`src/rtl/laser_tracker_pkg.sv`:
```
// Shared types and helpers for the laser tracker: coordinate widths, xy packing,
// tracking states and the per-axis distance helper.
package laser_tracker_pkg;

  localparam int unsigned COORD_W = 16;
  localparam int unsigned XY_W    = 2 * COORD_W;
  localparam int unsigned ERR_W   = COORD_W + 1;

  typedef enum logic [1:0] {
    ST_SEARCH  = 2'd0,
    ST_ACQUIRE = 2'd1,
    ST_LOCKED  = 2'd2,
    ST_COAST   = 2'd3
  } track_state_e;

  typedef struct packed {
    logic [COORD_W-1:0] x;
    logic [COORD_W-1:0] y;
  } xy_t;

  function automatic logic [XY_W-1:0] xy_pack(input logic [COORD_W-1:0] x,
                                              input logic [COORD_W-1:0] y);
    xy_t v;
    v.x = x;
    v.y = y;
    return v;
  endfunction

  function automatic xy_t xy_unpack(input logic [XY_W-1:0] xy);
    return xy_t'(xy);
  endfunction

  function automatic logic [COORD_W:0] abs_diff(input logic [COORD_W-1:0] a,
                                                input logic [COORD_W-1:0] b);
    return (a >= b) ? ({1'b0, a} - {1'b0, b}) : ({1'b0, b} - {1'b0, a});
  endfunction

endpackage

```
`src/rtl/laser_avg_window.sv`:
```
// One axis of the sliding position window: shift register, running sum and fill
// count; clear empties the window so the next sample restarts the average.
module laser_avg_window
  import laser_tracker_pkg::*;
#(
  parameter int unsigned AVG_LOG2 = 2
) (
  input  logic                 clk,
  input  logic                 reset,
  input  logic                 i_shift,
  input  logic                 i_clear,
  input  logic [COORD_W-1:0]   i_sample,
  output logic [COORD_W-1:0]   o_avg,
  output logic [COORD_W-1:0]   o_last,
  output logic [AVG_LOG2:0]    o_fill
);

  localparam int unsigned DEPTH  = 1 << AVG_LOG2;
  localparam int unsigned SUM_W  = COORD_W + AVG_LOG2;
  localparam int unsigned FILL_W = AVG_LOG2 + 1;

  logic [COORD_W-1:0] r_win [DEPTH];
  logic [SUM_W-1:0]   r_sum;
  logic [FILL_W-1:0]  r_fill;
  logic               w_full;
  logic [COORD_W-1:0] w_evict;

  // Until the window is full the oldest slot holds no real sample.
  assign w_full  = (r_fill == FILL_W'(DEPTH));
  assign w_evict = w_full ? r_win[DEPTH-1] : '0;

  always_ff @(posedge clk or posedge reset) begin
    if (reset) begin
      for (int i = 0; i < int'(DEPTH); i++) r_win[i] <= '0;
      r_sum  <= '0;
      r_fill <= '0;
    end else if (i_clear) begin
      for (int i = 0; i < int'(DEPTH); i++) r_win[i] <= '0;
      r_sum  <= '0;
      r_fill <= '0;
    end else if (i_shift) begin
      r_win[0] <= i_sample;
      for (int i = 1; i < int'(DEPTH); i++) r_win[i] <= r_win[i-1];
      r_sum <= r_sum + SUM_W'(i_sample) - SUM_W'(w_evict);
      if (!w_full) r_fill <= r_fill + FILL_W'(1);
    end
  end

  assign o_avg  = COORD_W'(r_sum >> AVG_LOG2);
  assign o_last = r_win[0];
  assign o_fill = r_fill;

endmodule

```
`src/rtl/laser_tracker.sv`:
```
// Per-frame laser tracker: averages detector hits, tracks lock state and hands the
// signed aim error to the turret controller over valid/ready.
module laser_tracker
  import laser_tracker_pkg::*;
#(
  parameter int unsigned AVG_LOG2     = 2,
  parameter int unsigned LOCK_TOL     = 4,
  parameter int unsigned LOCK_FRAMES  = 3,
  parameter int unsigned MISS_TIMEOUT = 8
) (
  input  logic                    clk,
  input  logic                    reset,
  input  logic                    frame_end,
  input  logic                    laser_valid,
  input  logic [XY_W-1:0]         laser_xy,
  input  logic [XY_W-1:0]         target_xy,
  input  logic                    out_ready,
  output logic                    out_valid,
  output logic signed [ERR_W-1:0] err_x,
  output logic signed [ERR_W-1:0] err_y,
  output logic [XY_W-1:0]         avg_xy,
  output logic                    locked,
  output logic                    det_rearm,
  output logic                    overrun
);

  localparam int unsigned DEPTH  = 1 << AVG_LOG2;
  localparam int unsigned FILL_W = AVG_LOG2 + 1;
  localparam int unsigned STAB_W = $clog2(LOCK_FRAMES + 1);
  localparam int unsigned MISS_W = $clog2(MISS_TIMEOUT + 1);

  track_state_e       r_state, w_state_nxt;
  logic [STAB_W-1:0]  r_stable, w_stable_nxt;
  logic [MISS_W-1:0]  r_miss, w_miss_nxt;
  logic               r_s1, r_s2, r_locked;
  logic               r_out_valid, r_overrun;
  logic [ERR_W-1:0]   r_err_x, r_err_y;
  logic [XY_W-1:0]    r_avg;

  xy_t                w_smp, w_tgt;
  logic               w_take, w_shift, w_clear, w_full, w_full_after;
  logic               w_in_tol_raw, w_in_tol, w_new_word;
  logic [COORD_W-1:0] w_avg_x, w_avg_y, w_last_x, w_last_y, w_ref_x, w_ref_y;
  logic [FILL_W-1:0]  w_fill_x, w_fill_y;

  assign w_smp   = xy_unpack(laser_xy);
  assign w_tgt   = xy_unpack(target_xy);
  // A frame_end landing while the previous frame is still in flight is dropped.
  assign w_take  = frame_end && !r_s1 && !r_s2;
  assign w_shift = w_take && laser_valid;
  assign w_clear = (w_state_nxt == ST_SEARCH) && (r_state != ST_SEARCH);

  laser_avg_window #(.AVG_LOG2(AVG_LOG2)) u_win_x (
    .clk(clk), .reset(reset), .i_shift(w_shift), .i_clear(w_clear),
    .i_sample(w_smp.x), .o_avg(w_avg_x), .o_last(w_last_x), .o_fill(w_fill_x)
  );

  laser_avg_window #(.AVG_LOG2(AVG_LOG2)) u_win_y (
    .clk(clk), .reset(reset), .i_shift(w_shift), .i_clear(w_clear),
    .i_sample(w_smp.y), .o_avg(w_avg_y), .o_last(w_last_y), .o_fill(w_fill_y)
  );

  assign w_full       = (w_fill_x == FILL_W'(DEPTH)) && (w_fill_y == FILL_W'(DEPTH));
  assign w_full_after = (w_fill_x >= FILL_W'(DEPTH - 1));
  assign w_ref_x      = w_full ? w_avg_x : w_last_x;
  assign w_ref_y      = w_full ? w_avg_y : w_last_y;
  assign w_in_tol_raw = (abs_diff(w_smp.x, w_ref_x) <= (COORD_W + 1)'(LOCK_TOL)) &&
                        (abs_diff(w_smp.y, w_ref_y) <= (COORD_W + 1)'(LOCK_TOL));

  always_ff @(posedge clk or posedge reset) begin
    if (reset) begin
      r_state  <= ST_SEARCH;
      r_stable <= '0;
      r_miss   <= '0;
      r_s1     <= 1'b0;
      r_s2     <= 1'b0;
      r_locked <= 1'b0;
    end else begin
      r_state  <= w_state_nxt;
      r_stable <= w_stable_nxt;
      r_miss   <= w_miss_nxt;
      r_s1     <= w_take;
      r_s2     <= r_s1;
      r_locked <= (w_state_nxt == ST_LOCKED);
    end
  end

  always_comb begin
    w_state_nxt  = r_state;
    w_stable_nxt = r_stable;
    w_miss_nxt   = r_miss;
    w_in_tol     = 1'b0;
    if (w_take && laser_valid) begin
      w_in_tol     = (r_state != ST_SEARCH) && w_in_tol_raw;
      w_miss_nxt   = '0;
      w_stable_nxt = !w_in_tol ? '0 :
                     (r_stable == STAB_W'(LOCK_FRAMES)) ? r_stable : r_stable + STAB_W'(1);
      case (r_state)
        ST_SEARCH:  w_state_nxt = ST_ACQUIRE;
        ST_ACQUIRE: if (w_full_after && (w_stable_nxt >= STAB_W'(LOCK_FRAMES)))
                      w_state_nxt = ST_LOCKED;
        ST_LOCKED:  if (!w_in_tol) w_state_nxt = ST_ACQUIRE;
        ST_COAST:   w_state_nxt = w_in_tol ? ST_LOCKED : ST_ACQUIRE;
        default:    w_state_nxt = ST_SEARCH;
      endcase
    end else if (w_take) begin
      if (r_miss != MISS_W'(MISS_TIMEOUT)) w_miss_nxt = r_miss + MISS_W'(1);
      case (r_state)
        ST_ACQUIRE, ST_COAST: if (w_miss_nxt == MISS_W'(MISS_TIMEOUT)) w_state_nxt = ST_SEARCH;
        ST_LOCKED:            w_state_nxt = ST_COAST;
        default:              w_state_nxt = r_state;
      endcase
      if (w_state_nxt == ST_SEARCH) w_stable_nxt = '0;
    end
  end

  assign w_new_word = r_s1 && ((r_state == ST_LOCKED) || (r_state == ST_COAST));

  // Output word: a fresh word always wins over an acceptance in the same cycle.
  always_ff @(posedge clk or posedge reset) begin
    if (reset) begin
      r_avg       <= '0;
      r_err_x     <= '0;
      r_err_y     <= '0;
      r_out_valid <= 1'b0;
      r_overrun   <= 1'b0;
    end else begin
      r_overrun <= 1'b0;
      if (r_s1) r_avg <= xy_pack(w_avg_x, w_avg_y);
      if (w_new_word) begin
        r_err_x     <= ERR_W'({1'b0, w_tgt.x}) - ERR_W'({1'b0, w_avg_x});
        r_err_y     <= ERR_W'({1'b0, w_tgt.y}) - ERR_W'({1'b0, w_avg_y});
        r_out_valid <= 1'b1;
        r_overrun   <= r_out_valid && !out_ready;
      end else if (r_out_valid && out_ready) begin
        r_out_valid <= 1'b0;
      end
    end
  end

  assign out_valid = r_out_valid;
  assign err_x     = r_err_x;
  assign err_y     = r_err_y;
  assign avg_xy    = r_avg;
  assign locked    = r_locked;
  assign det_rearm = r_s1;
  assign overrun   = r_overrun;

endmodule

```
`config.mk`:
```
export PLATFORM = sky130hd
export DESIGN_NAME = laser_tracker
export DESIGN_NICKNAME = d
export VERILOG_FILES = /design/src/rtl/laser_tracker_pkg.sv /design/src/rtl/laser_avg_window.sv /design/src/rtl/laser_tracker.sv
export SDC_FILE = /design/constraint.sdc
export NUM_CORES = 1
export LEC_CHECK = 0
export CAP_MARGIN = 40
export CORE_UTILIZATION = 54
export DETAILED_ROUTE_END_ITERATION = 8
export PLACE_DENSITY = 0.77
export SYNTH_ARGS = -nofsm -noshare
export SYNTH_HDL_FRONTEND = slang
export SYNTH_SLANG_ARGS = --single-unit
```
`constraint.sdc`:
```
create_clock -name clk -period 8.54 [get_ports clk]
set_input_delay 1.708 -clock clk [delete_from_list [all_inputs] [get_ports clk]]
set_output_delay 1.708 -clock clk [all_outputs]
set_load 0.01 [all_outputs]
```
==> impl_metrics.ini <==
[critical_path]
cp-start-kind = input port
r2r_end = locked$_DFF_PP0_
crit_path_start = laser_xy[17]
path_class = input port to register
r2r_cells = 19
reg2reg_from = u_win_y.o_fill[0]$_DFFE_PP0P_
crit_end = u_win_x.r_sum[17]$_DFFE_PP0P_
worst-path-max-fanout = 4
arrival_ps = 6380
r2r_setup_slack_ps = 2720
required_ps = 8970
worstSetupEndpointType = register

[sta]
period_needed_ps = 5950
report.final.slew_viol_count = 0
clock-skew-final_ps = 15.3
setup_viol = 0
tns_ps = 0
hold_viol = 0
relSlewSlack_pct = 38.8
max_freq_mhz = 168
worst_slew_pin_slew_ps = 894
period_share_pct = 69.7
rsz0062_at_grt = false

[logic_synthesis]
synthTopCellsByArea = dfrtp_1 (37%), ha_1 (10%), a22o_1 (5.3%), inv_1 (4.5%), fa_1 (4.1%)
yosysMostFrequentCell = dfrtp_1
synth-seq-area-share_pct = 37.5
synth_top_area_cell = dfrtp_1
synth_xor_area_share_pct = 4.00
ys.warnings.count = 0
synth_edf_count = 0
syn-cell-area_um2 = 16600
synth_top_family_by_area = compound AO/OA/AOI/OAI gates
netlist_instances = 1798
synthDistinctLibCells = 73
synth_commonest_cells = dfrtp_1 (249), inv_1 (200), ha_1 (139)
synth_top_area_share_pct = 37.5
synth.avg_cell_area_um2 = 9.25
ys_async_sr_fraction_pct = 100
syn-num-nets = 2040
yosys_register_bits = 249
ys.flop_type = dfrtp_1
synth_mux_area_share_pct = 3.21
synthSimpleGateAreaFrac_pct = 12.1
synthAdderAreaFrac_pct = 14.6
synth_compound_area_share_pct = 22.0

[global_routing]
grt_overflow = 0
grt_pass1_wl_mm = 69.1
antenna_found_initial = 0
grt.total_usage_pct = 27.5
grt_max_degree = 161
grt_pass1_vias = 13000

[run_status]
status = finished, final reports clean

[cts]
cts_resized = 0
clk_latency_ps = 520
cts_tree = yes
htreeDepth = 1
ctsRootBufferMaster = clkbuf_16
clk_transition_reported_paths_ps = 60
post_cts_buffers = 0
clock_sinks = 249
cts_buffers = 25
cts_hold_buf = 0
clockBufferDepth = 3

[route]
first_pass_iters = 5
drcViolationCount = 0
detail-route-antenna-nets = 0
drtIter0Drc = 1010
num_vias = 13700
routed_wl_mm = 43.2
via_per_inst = 5.94
avgRoutedWirePerCell_um = 18.8

[place]
gp_congestion = 0.909
post_dp_cell_area_um2 = 18300
port_buffers = 138
hpwl_mm = 32.2

[worst_hold_path]
hold_class = register to register

[final_layout]
area_delta_synth_final_pct = 15.2
drive_gt1_share_pct = 5.92
utilization_pct = 64.0
antenna_cells = 0
nets = 2133
final_cell_area_um2 = 19200
seqCellArea_um2 = 6230
multi_input_area_um2 = 9310
fill_cells = 2484

[pwr]
powerDensity_nw_per_um2 = 372
leakage_uw = 0.00940
ir_drop_mv = 0.156

[job]
drv_cap = 0

[die]
core_area_um2 = 30000
die_h_um = 177
io_pins = 139
rows = 63
die_area_um2 = 31500
start_util_pct = 55.5
die_w_um = 177
[per-stage QoR]
stage	setup WS [ps]	total power (uW)	hold slack, ps	std cells
final	2590	7130	476	2299
after detailed placement	2260	5930	468	2254
after global routing	2350	7660	505	2299
after CTS	2710	7100	482	2299
after floorplan	3360	4840	433	1798
after global placement	2220	5810	460	2250
[state kept, by name, indices dropped and copies added (netlist names)]
| name | cells |
|---|---|
| r_miss | 4 |
| u_win_x.o_last | 16 |
| u_win_x.r_sum | 18 |
| avg_xy | 32 |
| out_valid | 1 |
| locked | 1 |
| r_s2 | 1 |
| err_x | 17 |
| r_state | 2 |
| u_win_x.o_fill | 3 |
| u_win_x.r_win | 48 |
| det_rearm | 1 |
| r_stable | 2 |
| err_y | 17 |
| u_win_y.r_win | 48 |
| u_win_y.r_sum | 18 |
| overrun | 1 |
| u_win_y.o_fill | 3 |
| u_win_y.o_last | 16 |
[worst min path at each step]
stage / start / end / slack, ps / cells past startpoint
finish: err_x[4]$_DFFE_PP0P_ / err_x[4]$_DFFE_PP0P_ / 480 / 2
detailed placement: err_x[4]$_DFFE_PP0P_ / err_x[4]$_DFFE_PP0P_ / 470 / 2
floorplan: det_rearm$_DFF_PP0_ / r_s2$_DFF_PP0_ / 430 / 0
global placement: err_y[15]$_DFFE_PP0P_ / err_y[15]$_DFFE_PP0P_ / 460 / 2
CTS: err_x[4]$_DFFE_PP0P_ / err_x[4]$_DFFE_PP0P_ / 480 / 2
global route: err_x[15]$_DFFE_PP0P_ / err_x[15]$_DFFE_PP0P_ / 500 / 2
[cell families after synthesis]
group | count (synthesis)
AO/OA/AOI/OAI | 541
XOR/XNOR | 76
adder cells (fa/ha/maj) | 173
buffers and inverters | 291
flip-flops | 249
multiplexers | 47
AND/OR/NAND/NOR | 421
[where the power goes]
group	total (uW)	switching (uW)	internal, uW
clock network	1120	458	666
logic	4060	2290	1770
registers	1940	313	1630
total	7130	3060	4070
[critical path, stage by stage]
cell and delay [ps]:
clkdlybuf4s50_1 480, inv_1 140, fa_1 560, inv_1 70, ha_1 290, a21o_1 150, a21oi_1 200, o21ai_0 150
o41ai_1 590, o21ba_2 310, a2111oi_0 110, a2111oi_0 790, o21bai_1 130, a21oi_1 210, xnor2_1 180, a21oi_1 120
o22ai_1 180
[cell usage in the layout (no fill, tap or decap), types with 6 or more instances in the layout]
cell | synthesis | routed
a211oi_1 | 10 | 10
a21o_1 | 72 | 72
a21oi_1 | 103 | 103
a22o_1 | 101 | 101
a31oi_1 | 10 | 10
and3_1 | 45 | 45
and4_1 | 6 | 6
buf_4 | 0 | 14
clkbuf_16 | 0 | 25
clkdlybuf4s50_1 | 0 | 138
dfrtp_1 | 249 | 249
fa_1 | 34 | 34
ha_1 | 139 | 139
inv_1 | 200 | 199
mux2_2 | 36 | 36
mux2i_1 | 9 | 9
nand2_1 | 134 | 132
nand2b_1 | 14 | 14
nand3_1 | 33 | 33
nand4_1 | 12 | 12
nor2_1 | 111 | 110
nor2b_1 | 14 | 14
nor3_1 | 17 | 17
o211ai_1 | 9 | 9
o21ai_0 | 120 | 120
o21bai_1 | 15 | 15
o22ai_1 | 27 | 27
o31ai_1 | 11 | 11
o41ai_1 | 6 | 6
or3_1 | 8 | 8
xnor2_1 | 47 | 47
xor2_1 | 29 | 29
[final cells by class]
cell class	instances	area share [%]
well taps	390	2.55
inverters	202	3.98
multi-input cells	1258	48.6
clock inverters	11	0.738
clock buffers	34	3.65
flip-flops and latches	249	32.5
repair buffers	155	7.99
[layer usage]
metal	up-vias	GRT usage, %	share of wire (%)	routed length, um
met5	-	0	0	0
met3	41	3.66	6.4	2760
li1	6499	-	-	-
met2	433	41.4	44	18800
met4	0	5.06	1.4	597
met1	6682	42.4	49	21000
No activity file was read; power rests on OpenSTA's default activity.
